### config.mk
export PLATFORM = sky130hd
export DESIGN_NAME = vending_machine_multi_flat
export DESIGN_NICKNAME = d
export VERILOG_FILES = /design/src/rtl/vending_machine_multi_if.sv /design/src/rtl/vending_machine_multi.sv /design/src/flat_wrapper.sv
export SDC_FILE = /design/constraint.sdc
export NUM_CORES = 1
export LEC_CHECK = 0
export BUFFER_PORTS_ARGS = -buffer_cell sky130_fd_sc_hd__clkbuf_2
export CAP_MARGIN = 10
export CORE_ASPECT_RATIO = 1.75
export CORE_MARGIN = 2
export CORE_UTILIZATION = 25
export CTS_BUF_LIST = sky130_fd_sc_hd__clkbuf_16
export DETAILED_ROUTE_END_ITERATION = 10
export HOLD_SLACK_MARGIN = 0.05
export PLACE_DENSITY = 0.45
export SYNTH_ARGS = -nofsm -noshare
export SYNTH_HDL_FRONTEND = slang
export SYNTH_SLANG_ARGS = --single-unit
### constraint.sdc
create_clock -name clk -period 3.1 [get_ports clk]
set_input_delay 0.31 -clock clk [delete_from_list [all_inputs] [get_ports clk]]
set_output_delay 0.31 -clock clk [all_outputs]
set_load 0.03 [all_outputs]
### src/rtl/vending_machine_multi_if.sv
// Front-end / dispenser bus for the multi-product vending controller.
// The master drives coin, keypad and session strobes; the slave reports vend results.
interface vending_machine_multi_if #(
  parameter int ITEMS   = 4,
  parameter int MONEY_W = 8
);
  localparam int SEL_W = $clog2(ITEMS);

  logic               start;
  logic               coin_valid;
  logic [3:0]         data_in;
  logic               sel_valid;
  logic [SEL_W-1:0]   sel;
  logic               cancel;
  logic               dispense;
  logic [SEL_W-1:0]   item_number;
  logic               change_valid;
  logic [MONEY_W-1:0] change;
  logic [MONEY_W-1:0] credit;
  logic [1:0]         state;
  logic               coin_reject;
  logic               sel_reject;
  logic [ITEMS-1:0]   sold_out;

  modport master (
    output start, coin_valid, data_in,
    output sel_valid, sel, cancel,
    input  dispense, item_number,
    input  change_valid, change, credit,
    input  state, coin_reject, sel_reject,
    input  sold_out
  );

  modport slave (
    input  start, coin_valid, data_in,
    input  sel_valid, sel, cancel,
    output dispense, item_number,
    output change_valid, change, credit,
    output state, coin_reject, sel_reject,
    output sold_out
  );
endinterface

### src/rtl/vending_machine_multi.sv
// Multi-product vending controller: per-item price and stock,
// capped credit, cancel/refund and change return.
module vending_machine_multi #(
  parameter int ITEMS   = 4,
  parameter int MONEY_W = 8,
  parameter int STOCK_W = 4,
  parameter logic [ITEMS*MONEY_W-1:0] PRICES =
    {8'd30, 8'd25, 8'd20, 8'd15},
  parameter int INIT_STOCK = 5,
  parameter int MAX_CREDIT = 99
) (
  input logic clk,
  input logic rst,
  vending_machine_multi_if.slave bus
);
  localparam int SEL_W = $clog2(ITEMS);

  typedef enum logic [1:0] {
    IDLE    = 2'd0,
    COLLECT = 2'd1,
    VEND    = 2'd2,
    CHANGE  = 2'd3
  } state_t;

  state_t             state_q, state_d;
  logic [MONEY_W-1:0] credit_q, credit_d;
  logic [SEL_W-1:0]   item_q, item_d;
  logic               coin_rej_q, coin_rej_d;
  logic               sel_rej_q, sel_rej_d;
  logic [STOCK_W-1:0] stock_q [ITEMS];
  logic [STOCK_W-1:0] stock_d [ITEMS];

  logic               sel_in;
  logic [STOCK_W-1:0] sel_stock;
  logic [MONEY_W-1:0] sel_price;
  logic [MONEY_W-1:0] vend_price;
  logic [MONEY_W:0]   sum;
  logic [ITEMS-1:0]   empty;

  // Explicit muxes keep out-of-range selects harmless
  always_comb begin
    sel_in     = 1'b0;
    sel_stock  = '0;
    sel_price  = '0;
    vend_price = '0;
    for (int i = 0; i < ITEMS; i++) begin
      if (bus.sel == SEL_W'(i)) begin
        sel_in    = 1'b1;
        sel_stock = stock_q[i];
        sel_price = PRICES[i*MONEY_W +: MONEY_W];
      end
      if (item_q == SEL_W'(i))
        vend_price = PRICES[i*MONEY_W +: MONEY_W];
    end
  end

  assign sum = {1'b0, credit_q} + (MONEY_W+1)'(bus.data_in);

  always_comb begin
    state_d    = state_q;
    credit_d   = credit_q;
    item_d     = item_q;
    coin_rej_d = 1'b0;
    sel_rej_d  = 1'b0;
    stock_d    = stock_q;
    unique case (state_q)
      IDLE: begin
        credit_d = '0;
        if (bus.start) state_d = COLLECT;
      end
      COLLECT: begin
        if (bus.cancel || !bus.start) begin
          state_d    = CHANGE;
          coin_rej_d = bus.coin_valid;
        end else if (bus.sel_valid) begin
          coin_rej_d = bus.coin_valid;
          if (!sel_in || sel_stock == '0 ||
              credit_q < sel_price) begin
            sel_rej_d = 1'b1;
          end else begin
            item_d  = bus.sel;
            state_d = VEND;
          end
        end else if (bus.coin_valid) begin
          if (bus.data_in != 4'd0 &&
              sum <= (MONEY_W+1)'(MAX_CREDIT))
            credit_d = sum[MONEY_W-1:0];
          else
            coin_rej_d = 1'b1;
        end
      end
      VEND: begin
        credit_d   = credit_q - vend_price;
        coin_rej_d = bus.coin_valid;
        state_d    = CHANGE;
        for (int i = 0; i < ITEMS; i++)
          if (item_q == SEL_W'(i))
            stock_d[i] = stock_q[i] - 1'b1;
      end
      CHANGE: begin
        credit_d   = '0;
        coin_rej_d = bus.coin_valid;
        state_d    = IDLE;
      end
      default: state_d = IDLE;
    endcase
  end

  always_ff @(posedge clk) begin
    if (rst) begin
      state_q    <= IDLE;
      credit_q   <= '0;
      item_q     <= '0;
      coin_rej_q <= 1'b0;
      sel_rej_q  <= 1'b0;
      for (int i = 0; i < ITEMS; i++)
        stock_q[i] <= STOCK_W'(INIT_STOCK);
    end else begin
      state_q    <= state_d;
      credit_q   <= credit_d;
      item_q     <= item_d;
      coin_rej_q <= coin_rej_d;
      sel_rej_q  <= sel_rej_d;
      for (int i = 0; i < ITEMS; i++)
        stock_q[i] <= stock_d[i];
    end
  end

  always_comb begin
    empty = '0;
    for (int i = 0; i < ITEMS; i++)
      empty[i] = (stock_q[i] == '0);
  end

  assign bus.dispense     = (state_q == VEND);
  assign bus.change_valid = (state_q == CHANGE);
  assign bus.change       = (state_q == CHANGE) ? credit_q : '0;
  assign bus.item_number  = item_q;
  assign bus.credit       = credit_q;
  assign bus.state        = state_q;
  assign bus.coin_reject  = coin_rej_q;
  assign bus.sel_reject   = sel_rej_q;
  assign bus.sold_out     = empty;
endmodule
### src/flat_wrapper.sv
// flat-port wrapper written by rule: the top's interface ports become plain ports
module vending_machine_multi_flat 
#(
  parameter int ITEMS   = 4,
  parameter int MONEY_W = 8,
  parameter int STOCK_W = 4,
  parameter logic [ITEMS*MONEY_W-1:0] PRICES =
    {8'd30, 8'd25, 8'd20, 8'd15},
  parameter int INIT_STOCK = 5,
  parameter int MAX_CREDIT = 99
)
  (clk, rst, bus_start, bus_coin_valid, bus_data_in, bus_sel_valid, bus_sel, bus_cancel, bus_dispense, bus_item_number, bus_change_valid, bus_change, bus_credit, bus_state, bus_coin_reject, bus_sel_reject, bus_sold_out);
  vending_machine_multi_if #(.ITEMS(ITEMS), .MONEY_W(MONEY_W)) bus_i ();
  input logic clk;
  input logic rst;
  input wire logic [$bits(bus_i.start)-1:0] bus_start;
  input wire logic [$bits(bus_i.coin_valid)-1:0] bus_coin_valid;
  input wire logic [$bits(bus_i.data_in)-1:0] bus_data_in;
  input wire logic [$bits(bus_i.sel_valid)-1:0] bus_sel_valid;
  input wire logic [$bits(bus_i.sel)-1:0] bus_sel;
  input wire logic [$bits(bus_i.cancel)-1:0] bus_cancel;
  output wire logic [$bits(bus_i.dispense)-1:0] bus_dispense;
  output wire logic [$bits(bus_i.item_number)-1:0] bus_item_number;
  output wire logic [$bits(bus_i.change_valid)-1:0] bus_change_valid;
  output wire logic [$bits(bus_i.change)-1:0] bus_change;
  output wire logic [$bits(bus_i.credit)-1:0] bus_credit;
  output wire logic [$bits(bus_i.state)-1:0] bus_state;
  output wire logic [$bits(bus_i.coin_reject)-1:0] bus_coin_reject;
  output wire logic [$bits(bus_i.sel_reject)-1:0] bus_sel_reject;
  output wire logic [$bits(bus_i.sold_out)-1:0] bus_sold_out;
  assign bus_i.start = bus_start;
  assign bus_i.coin_valid = bus_coin_valid;
  assign bus_i.data_in = bus_data_in;
  assign bus_i.sel_valid = bus_sel_valid;
  assign bus_i.sel = bus_sel;
  assign bus_i.cancel = bus_cancel;
  assign bus_dispense = bus_i.dispense;
  assign bus_item_number = bus_i.item_number;
  assign bus_change_valid = bus_i.change_valid;
  assign bus_change = bus_i.change;
  assign bus_credit = bus_i.credit;
  assign bus_state = bus_i.state;
  assign bus_coin_reject = bus_i.coin_reject;
  assign bus_sel_reject = bus_i.sel_reject;
  assign bus_sold_out = bus_i.sold_out;
  vending_machine_multi #(.ITEMS(ITEMS), .MONEY_W(MONEY_W), .STOCK_W(STOCK_W), .PRICES(PRICES), .INIT_STOCK(INIT_STOCK), .MAX_CREDIT(MAX_CREDIT)) u_core (.clk(clk), .rst(rst), .bus(bus_i));
endmodule
Word-level counts from Yosys, hierarchy flattened
Cells that the tools add are included.
{"block": "classes", "add_sub_neg": 6, "magnitude_cmp": 2, "n_eq_ne": 16, "n_mux": 33, "bitwise_logic": 4, "n_reduce_logical": 25}
{"operator": "$mux W8", "count": 5}
{"operator": "$mux W5", "count": 6}
{"operator": "$mux W4", "count": 6}
{"operator": "$pmux W8 S3", "count": 1}
{"operator": "$logic_not A4 Y1", "count": 5}
{"operator": "$sub A4 B1 Y4 const B", "count": 4}
{"operator": "$eq A2 B2 Y1 const B", "count": 6}
{"operator": "$add A8 B4 Y9", "count": 1}
{"operator": "$le A9 B7 Y1 const B", "count": 1}
{"operator": "$mux W1", "count": 9}
{"operator": "$lt A8 B5 Y1", "count": 1}
{"operator": "$mux W2", "count": 4}
{"operator": "$ne A2 B2 Y1 const B", "count": 4}
{"operator": "$pmux W2 S4", "count": 1}
{"operator": "$reduce_and A2 Y1", "count": 4}
{"operator": "$reduce_and A4 Y1", "count": 2}
{"operator": "$sub A8 B5 Y8", "count": 1}
{"operator": "$eq A2 B1 Y1 const B", "count": 3}
{"operator": "$logic_not A2 Y1", "count": 3}
{"operator": "$ne A3 B2 Y1 const B", "count": 2}
{"operator": "$not A1 Y1", "count": 4}
{"operator": "$reduce_bool A4 Y1", "count": 1}
{"operator": "$reduce_or A2 Y1", "count": 2}
{"operator": "$reduce_or A4 Y1", "count": 1}
{"operator": "6 further kinds", "count": 9}
{"block": "totals", "reg_bits": 30, "elab_cells": 95}

Depth between registers and ports, before layout
Gate-level depths: netlist of run 1.
{"block": "depth", "depth_word": 12, "ltp_mapped": 10}

Worst setup path after synthesis of run 1
OpenSTA, ideal clock, no wires.
{"block": "synth_path", "kind": "flip-flop to flip-flop", "from": "register u_core.credit_q[0], in the netlist u_core.bus.credit[0]", "to": "register u_core.credit_q[5], in the netlist u_core.bus.credit[5]", "setup_time_ns": 0.081, "arrival_time_ns": 2.375, "required_ns": 3.019, "slack_ns": 0.644, "stages_incl_launch_ff": 9, "period_less_slack_ns": 2.456, "cell_sequence": "dfxtp_1 -> ha_1 -> fa_1 -> a211oi_1 -> nor3_1 -> o21ai_0 -> a21oi_1 -> or4_1 -> a41oi_1"}
{"block": "synth_via", "elab_chain_len": 6, "word_cells_on_any_way": 11, "cone_classes": "add/sub: 2; order compare: 1; eq/ne: 1; mux: 5; reduce/logical: 2"}
{"element": "start: declaration", "line": "vending_machine_multi.sv:26", "rtl": "logic [MONEY_W-1:0] credit_q, credit_d;"}
{"element": "start signal: assignment", "line": "vending_machine_multi.sv:120", "rtl": "credit_q <= credit_d;"}
{"element": "branches (longest 6 deep; another with $add A8 B4 Y9)"}
Several ways; the timed one is not identified. The select of a mux whose other input is x is not followed.
A chain may end at the register's enable or synchronous reset.

Worst setup path in the final report of run 1
Same ends and word-level chain as after synthesis.

==> results of run 1 <==
## cell usage after synthesis (all sizes together), types with 2 or more instances
master    n  share of area, %
o32ai     3               1.1
o21a      8               2.4
dfxtp    30                24
o2111ai   2              0.71
ha       33                17
nor3b     6               1.8
buf       3              0.86
nand2    10               1.5
a21oi    18               3.6
or4       3              0.91
or3       4               1.0
inv      22               3.3
nor2     23               3.5
fa        2               1.6
nand3    13               2.6
and3      3              0.96
mux2i     2              0.81
o41ai     2               1.0
nand2b   11               2.8
and3b     2              0.71
nor4     11               2.8
a31oi     5               1.3
a211oi    6               1.8
o21ai    17               3.4
xnor2    10               3.5
o22ai     2              0.51
and2      9               2.3
xor2      7               2.5
nor2b     4               1.0
o31a      2              0.71
nor3      6               1.2
clkbuf    8               1.2
o211ai    2              0.61
## cell type report
class                           count  area, um2  share of cell area (%)
Tap cell                          125      156.4                   5.301
Clock inverter                      3      12.51                  0.4241
Clock buffer                        5      125.1                   4.241
Sequential cell                    30      600.6                   20.36
Timing Repair Buffer               44      232.7                   7.888
Multi-Input combinational cell    240       1737                   58.86
Inverter                           23      86.33                   2.926
## routing by layer
layer,GRT usage [%],up-vias,part of all wire [%]
li1,-,1177,-
met1,14.27,1106,35
met2,30.84,48,58
met3,3.067,14,4.2
met4,6.992,0,3.4
met5,0,-,0
## sequential cells by signal, indices dropped and copies added, names as in the netlist
signal and cells:
u_core.bus.state 2, u_core.bus.sel_reject 1, u_core.bus.credit 8, u_core.bus.coin_reject 1, u_core.stock_q 16, u_core.bus.item_number 2
## metrics by stage
step / cells / util (%) / power [mW] / cell area, um2
2_1_floorplan: 304 / - / 1.234 / 2475
3_3_place_gp: 462 / 28.91 / 1.546 / 2813
3_5_place_dp: 462 / 28.91 / 1.541 / 2813
4_1_cts: 470 / 30.32 / 2.019 / 2950
5_1_grt: 470 / 30.32 / 2.159 / 2950
6_report: 470 / 30.32 / 1.994 / 2950
## cells in the final DEF (no fill, tap or decap), types with 6 or more instances in the layout
cell type  netlist  final
a21oi_1         18     18
inv_1           22     23
nand3_1         13     13
clkbuf_2         0     39
nor4_1          11     11
o21a_1           8      8
nor3b_1          6      6
nor3_1           6      6
nand2_1         10     10
dfxtp_1         30     30
xor2_1           7      7
nand2b_1        11     11
and2_1           9      9
o21ai_0         16     16
ha_1            33     33
xnor2_1         10     10
nor2_1          23     23
a211oi_1         6      6
## critical path, stage by stage, from the launching register on
cell and delay [ns]:
dfxtp_1 0.37, ha_1 0.26, fa_1 0.45, a211oi_1 0.38, nor3_1 0.10, o21ai_0 0.25, a21oi_1 0.09, or4_1 0.47
a41oi_1 0.19
## final timing paths
path,slack (ns),end,depth (start not counted)
hold / removal,0.30,u_core.bus.coin_reject$_SDFF_PP0_,3
hold reg to reg,0.53,u_core.stock_q[5]$_SDFFE_PP0P_,2
setup / recovery,0.46,u_core.bus.credit[5]$_SDFFE_PP0P_,8
setup reg to reg,0.46,u_core.bus.credit[5]$_SDFFE_PP0P_,8
## power groups by stage
stage / Combinational [mW] / Clock, mW / Sequential, mW
5_1_grt: 1.11 / 0.500 / 0.548
6_report: 0.991 / 0.468 / 0.535
4_1_cts: 1.00 / 0.480 / 0.538
2_1_floorplan: 0.630 / 0 / 0.603
3_3_place_gp: 1.00 / 0 / 0.545
3_5_place_dp: 0.995 / 0 / 0.546
## cells by family (layout without fill, tap and decap cells)
| family | after synthesis | in the layout | share of synthesized area, % |
|---|---|---|---|
| buffers and inverters | 34 | 75 | 5.561 |
| DFF | 30 | 30 | 24.27 |
| AOI/OAI and AO/OA | 78 | 78 | 20.98 |
| and+or+nand+nor | 108 | 108 | 24.06 |
| adders and majority gates | 35 | 35 | 18.30 |
| xor gates and xnor gates | 17 | 17 | 6.016 |
| muxes | 2 | 2 | 0.8089 |
==> flow_summary.json, run 1 <==
{
  "status": "finished, final reports clean",
  "syn-num-nets": 351,
  "syn_area_mm2": 0.002475,
  "power.density_mw_per_mm2": 675.8,
  "track_usage_pct": 15.35,
  "hold_start": "bus_coin_valid",
  "core_area_mm2": 0.009729,
  "n_antenna_cell": 0,
  "num_vias": 2345,
  "die_area_mm2": 0.01074,
  "grt_max_degree": 35,
  "tritoncts": "built",
  "gp_congestion": 0.8638,
  "synth_flop_cell": "dfxtp_1",
  "ioPinCount": 40,
  "switching_power_mw": 0.9036,
  "clock_sinks": 30,
  "cts_hold_buf": 0,
  "num_rows": 48,
  "skew_ns": 0.003477,
  "antenna_found_initial": 0,
  "cts_setup_buffers": 0,
  "peakVddDrop_uv": 342.3,
  "worstMarginPinSlew_ns": 1.084,
  "clk_latency_ns": 0.28,
  "drt_iter0_markers": 75,
  "numCtsBuffers": 5,
  "slew_headroom_pct": 27.14,
  "die_w_um": 79.21,
  "startpoint": "u_core.bus.credit[0]$_SDFFE_PP0P_",
  "ys_seq_area_share_pct": 24.27,
  "cts_htree_levels": 2,
  "fin_tns_setup_ns": 0,
  "rsz0062_at_grt": "no",
  "syn2layout_area_growth_pct": 19.21,
  "fin_crit_ns": 2.641,
  "holdWs_ns": 0.2953,
  "syn_avg_cell_area_um2": 8.141,
  "fmax_mhz": 378.7,
  "place_ws_ns": 0.4422,
  "maxCapViolCount": 0,
  "p_seq_share_pct": 26.8,
  "p_int_mw": 1.090,
  "yosys_warnings": 0,
  "fillers": 1088,
  "start_util_pct": 25.44,
  "synth_cell_type_count": 52,
  "dp.final_hpwl_um": 6169,
  "clkPwrFrac_pct": 23.5,
  "crit_type": "reg -> reg",
  "drc": 0,
  "dieHeight_um": 135.6,
  "leakagePower_nw": 1.230,
  "wl_per_cell_um": 16.50,
  "ys_ff_latch": 30,
  "port_buffers": 39,
  "cp.required_ns": 3.29,
  "r2r-start": "u_core.bus.credit[0]$_SDFFE_PP0P_",
  "post_cts_resized": 0,
  "synth_edf_count": 0,
  "finalSetupViolations": 0,
  "path_clk_slew_ns": 0.05,
  "timing.final.hold_violations": 0,
  "wirelength_um": 7754,
  "worstPathArrival_ns": 2.83,
  "combPwrFrac_pct": 49.7,
  "setup_slack_ns": 0.4594,
  "grt_pass1_vias": 2464,
  "slew_viol_final": 0,
  "avgViaCountPerCell": 4.989,
  "clockBufferDepth": 2,
  "async_reset_ff_share_pct": 0,
  "final_nets": 391,
  "swShare_pct": 45.32,
  "start_kind": "register",
  "finalCritPeriodShare_pct": 85.18,
  "grt_pass1_wl_um": 12530,
  "drtPass1Iterations": 4,
  "drive_above_1_share_pct": 15.07,
  "hold_path_class": "in -> reg",
  "path_max_fanout": 5,
  "cts_root_buf": "clkbuf_16",
  "endpoint_kind": "register",
  "synthCells": 304,
  "ant_nets": 0,
  "grt-ovfl-total": 0
}
Note: power is estimated with default switching activity, not from simulation.
==> run 2: changes to the inputs <==
MAX_ROUTING_LAYER = met4   (was unset)
SKIP_CTS_REPAIR_TIMING = 1   (was unset)
==> run 2 against run 1 <==
Total power is 0.29% higher. Via count is 0.81% higher. Maximum frequency is 0.42% lower. Sequential share of layout area stayed put. Combinational power hardly changed. Clock-buffer cell count stayed put. First-iteration DRC count is 19% higher. Highest routed layer unchanged. Worst hold slack worse by 0.0012 ns. Utilization stayed put. Setup slack worse by 0.011 ns. Cell count stayed put. Largest power group unchanged.
==> flow_summary.json, run 2 (synthesis results as in run 1) <==
{
  "grt-ovfl-total": 0,
  "switching_power_mw": 0.9093,
  "n_antenna_cell": 0,
  "regArea_um2": 600.6,
  "finalSetupViolations": 0,
  "fmax_mhz": 377.1,
  "endpoint_kind": "register",
  "ioPinCount": 40,
  "fin_tns_setup_ns": 0,
  "cp.required_ns": 3.29,
  "worstPathArrival_ns": 2.84,
  "rsz0062_at_grt": "no",
  "dieHeight_um": 135.6,
  "layout_common_cells": "39 x clkbuf_2, 33 x ha_1, 30 x dfxtp_1",
  "hold_path_class": "in -> reg",
  "largest_reg_flops": 16,
  "wirelength_um": 7747,
  "status": "finished, final reports clean",
  "final_nets": 391,
  "clk_latency_ns": 0.28,
  "wl_met2_um": 4398,
  "drc": 0,
  "drive_above_1_share_pct": 15.07,
  "wirelength_met1_um": 2736,
  "swShare_pct": 45.47,
  "power.density_mw_per_mm2": 677.8,
  "num_rows": 48,
  "gp_congestion": 0.8778,
  "grt_pass1_vias": 2467,
  "worstMarginPinSlew_ns": 1.067,
  "antenna_found_initial": 0,
  "grt_pass1_wl_um": 12520,
  "track_usage_pct": 15.79,
  "core_area_mm2": 0.009729,
  "p_int_mw": 1.090,
  "path_clk_slew_ns": 0.05,
  "num_vias": 2364,
  "skew_ns": 0.003095,
  "grt_max_degree": 35,
  "die_area_mm2": 0.01074,
  "tritoncts": "built",
  "slew_headroom_pct": 28.32,
  "port_buffers": 39,
  "numCtsBuffers": 5,
  "peakVddDrop_uv": 343.6,
  "drt_iter0_markers": 89,
  "clockBufferDepth": 2,
  "drtPass1Iterations": 4,
  "cts_root_buf": "clkbuf_16",
  "clock_sinks": 30,
  "dr.max_layer_used": "met4",
  "ant_nets": 0,
  "p_seq_share_pct": 26.8,
  "avgViaCountPerCell": 5.030,
  "start_util_pct": 25.44,
  "fillers": 1088,
  "clkPwrFrac_pct": 23.5,
  "largest_register": "u_core.stock_q",
  "multi_input_area_mm2": 0.001737,
  "holdWs_ns": 0.2941,
  "finalCritPeriodShare_pct": 85.54,
  "maxCapViolCount": 0,
  "path_max_fanout": 5,
  "cts_htree_levels": 2,
  "crit_type": "reg -> reg",
  "timing.final.hold_violations": 0,
  "layout_commonest_cell": "clkbuf_2",
  "slew_viol_final": 0,
  "combPwrFrac_pct": 49.7,
  "die_w_um": 79.21,
  "leakagePower_nw": 1.230,
  "wl_per_cell_um": 16.48,
  "dp.final_hpwl_um": 6169,
  "wl_met3_um": 296,
  "start_kind": "register",
  "syn2layout_area_growth_pct": 19.21,
  "fin_crit_ns": 2.652
}
run 2: cell counts in the layout (fill, tap and decap cells not counted):
No cell type changed its count.
run 2: layout make-up:
type	instances	area share [%]
clock inverter	3	0.4241
timing repair buffer	44	7.888
clock buffer	5	4.241
inverter	23	2.926
multi-input combinational	240	58.86
sequential	30	20.36
tap	125	5.301
run 2: worst paths after layout:
kind	start	to	slack, ns	cells past startpoint
worst max-delay path	u_core.bus.credit[0]$_SDFFE_PP0P_	u_core.bus.credit[5]$_SDFFE_PP0P_	0.45	8
worst max register to register	u_core.bus.credit[0]$_SDFFE_PP0P_	u_core.bus.credit[5]$_SDFFE_PP0P_	0.45	8
worst min-delay path	bus_coin_valid	u_core.bus.coin_reject$_SDFF_PP0_	0.29	3
worst min register to register	u_core.stock_q[5]$_SDFFE_PP0P_	u_core.stock_q[5]$_SDFFE_PP0P_	0.53	2
run 2: per-layer routing:
metal / up-vias / global-route usage (%)
met2: 58 / 30.60
met4: 0 / 7.663
met5: - / -
li1: 1177 / -
met1: 1111 / 14.47
met3: 18 / 2.600
run 2: stage by stage:
stage               power, mW  area [um2]  cells  util, %  setup WS [ns]
detailed placement      1.541        2813    462    28.91         0.4422
global placement        1.546        2813    462    28.91         0.4727
global route            2.159        2950    470    30.32         0.2481
CTS                     2.019        2950    470    30.32         0.4256
finish                  2.000        2950    470    30.32         0.4482
floorplan               1.234        2475    304        -         0.6442
run 2: worst max-delay path: stages, from the launching register on:
cell	delay, ns
dfxtp_1	0.37
ha_1	0.26
fa_1	0.45
a211oi_1	0.39
nor3_1	0.10
o21ai_0	0.25
a21oi_1	0.08
or4_1	0.47
a41oi_1	0.19
run 2: power by group through the flow:
| stage | combinational [mW] | sequential (mW) | clock (mW) |
|---|---|---|---|
| 2_1_floorplan | 0.630 | 0.603 | 0 |
| 3_3_place_gp | 1.00 | 0.545 | 0 |
| 3_5_place_dp | 0.995 | 0.546 | 0 |
| 4_1_cts | 1.00 | 0.538 | 0.480 |
| 5_1_grt | 1.11 | 0.548 | 0.500 |
| 6_report | 0.994 | 0.536 | 0.470 |
==> run 3: changes to the inputs <==
PLACE_DENSITY = 0.43   (was 0.45)
==> run 3 against run 2 <==
Sequential power hardly changed. Maximum frequency grew 4.7%. Cell count grew 0.21%. Largest power group unchanged. Wire length is 0.27% higher. Largest cell class unchanged. Utilization grew 0.14 points. Die area did not move. Via count increased by 1.2%. Register-to-register slack improved by 0.12 ns. Setup slack improved by 0.12 ns. Cell area up 0.47%. Flip-flop and latch count unchanged. Sequential share of layout area is 0.094 points lower. Highest routed layer unchanged.
==> flow_summary.json, run 3 (synthesis results as in run 1) <==
{
  "endpoint_kind": "register",
  "dieHeight_um": 135.6,
  "finalSetupViolations": 0,
  "cts_htree_levels": 2,
  "grt-ovfl-total": 0,
  "clk_latency_ns": 0.28,
  "cts_root_buf": "clkbuf_16",
  "fin_tns_setup_ns": 0,
  "tritoncts": "built",
  "fin_crit_ns": 2.532,
  "maxCapViolCount": 0,
  "p_total_mw": 1.983,
  "grt_max_degree": 35,
  "dp.final_hpwl_um": 6177,
  "hold-path-endpoint": "u_core.bus.coin_reject$_SDFF_PP0_",
  "die_w_um": 79.21,
  "num_rows": 48,
  "die_area_mm2": 0.01074,
  "track_usage_pct": 15.50,
  "power.density_mw_per_mm2": 669.2,
  "layout_common_cells": "39 x clkbuf_2, 33 x ha_1, 30 x dfxtp_1",
  "crit_type": "reg -> reg",
  "num_vias": 2393,
  "largest_reg_flops": 16,
  "largest_register": "u_core.stock_q",
  "finalCritPeriodShare_pct": 81.67,
  "wl_per_cell_um": 16.49,
  "hold_start": "bus_coin_valid",
  "worst_path_max_delay_cell": "or4_1",
  "path_clk_slew_ns": 0.05,
  "drt_iter0_markers": 98,
  "hold_path_class": "in -> reg",
  "status": "finished, final reports clean",
  "path_max_fanout": 8,
  "gp_congestion": 0.8641,
  "start_kind": "register",
  "r2r_cells": 7,
  "layout_commonest_cell": "clkbuf_2",
  "slew_headroom_pct": 38.24,
  "skew_ns": 0.004894,
  "avgViaCountPerCell": 5.081,
  "clock_sinks": 30,
  "path_buf_inv": 0,
  "port_buffers": 39,
  "cp_top_family": "simple AND/OR/NAND/NOR gates",
  "worstMarginPinSlew_ns": 0.9193,
  "drc": 0,
  "worstPathArrival_ns": 2.72,
  "crit_chain": "ha_1, o21a_1, a21oi_1, or4_1, nand3_1, nand3_1, o32ai_1",
  "clockBufferDepth": 2,
  "critPathMaxStageDelay_ns": 0.52,
  "drive_above_1_share_pct": 15.61,
  "fillers": 1097,
  "slew_viol_final": 0,
  "numCtsBuffers": 5,
  "holdWs_ns": 0.3276,
  "cp.required_ns": 3.28,
  "rsz0062_at_grt": "no",
  "start_util_pct": 25.44,
  "syn2layout_area_growth_pct": 19.77,
  "fmax_mhz": 395.0,
  "drtPass1Iterations": 4,
  "ioPinCount": 40,
  "cp_common_cell": "nand3_1",
  "antenna_found_initial": 0,
  "r2r-start": "u_core.bus.credit[3]$_SDFFE_PP0P_",
  "n_antenna_cell": 0,
  "peakVddDrop_uv": 221.0,
  "timing.final.hold_violations": 0,
  "hold-path-cell-count": 3,
  "ant_nets": 0,
  "r2r-end": "u_core.bus.credit[6]$_SDFFE_PP0P_",
  "grt_pass1_wl_um": 12390,
  "core_area_mm2": 0.009729,
  "r2r_slack_ns": 0.57,
  "leakagePower_nw": 1.236,
  "grt_pass1_vias": 2438,
  "wirelength_um": 7768,
  "final_nets": 394
}
[run 3: tightest hold or removal path: stages]
cell      delay, ns
clkbuf_2       0.12
nand2_1        0.08
a21oi_1        0.04
[run 3: routing by layer]
metal / share of wire [%] / track usage (%)
met2: 58 / 30.60
met5: 0 / -
met1: 37 / 14.35
met4: 3.3 / 7.088
met3: 2.2 / 1.867
[run 3: through the flow]
stage | cell area, um2 | utilization [%] | setup WS (ns) | std cells
after global routing | 2964 | 30.47 | 0.3352 | 471
after detailed placement | 2835 | 29.14 | 0.4766 | 465
after floorplan | 2475 | - | 0.6442 | 304
final | 2964 | 30.47 | 0.5683 | 471
after global placement | 2835 | 29.14 | 0.4803 | 465
after CTS | 2964 | 30.47 | 0.5442 | 471
[run 3: worst max path at each step]
stage,startpoint,endpoint,cells after the start
detailed placement,bus_data_in[0],u_core.bus.credit[5]$_SDFFE_PP0P_,9
global placement,bus_data_in[0],u_core.bus.credit[5]$_SDFFE_PP0P_,9
CTS,u_core.bus.credit[0]$_SDFFE_PP0P_,u_core.bus.credit[5]$_SDFFE_PP0P_,8
finish,u_core.bus.credit[3]$_SDFFE_PP0P_,u_core.bus.credit[6]$_SDFFE_PP0P_,7
global route,u_core.bus.credit[0]$_SDFFE_PP0P_,u_core.bus.credit[5]$_SDFFE_PP0P_,8
floorplan,u_core.bus.credit[0]$_SDFFE_PP0P_,u_core.bus.credit[5]$_SDFFE_PP0P_,8
[run 3: final cells by class]
| class | count | area [um2] | share of cell area (%) |
|---|---|---|---|
| flip-flops and latches | 30 | 600.6 | 20.26 |
| repair buffers | 47 | 255.2 | 8.611 |
| inverters | 23 | 86.33 | 2.913 |
| well taps | 125 | 156.4 | 5.276 |
| clock buffers | 5 | 125.1 | 4.221 |
| multi-input cells | 240 | 1737 | 58.59 |
| clock inverters | 1 | 3.754 | 0.1266 |
[run 3: report_power, final]
| group | internal [mW] | switching, mW |
|---|---|---|
| sequential | 0.441 | 0.0964 |
| clock | 0.285 | 0.164 |
| combinational | 0.368 | 0.629 |
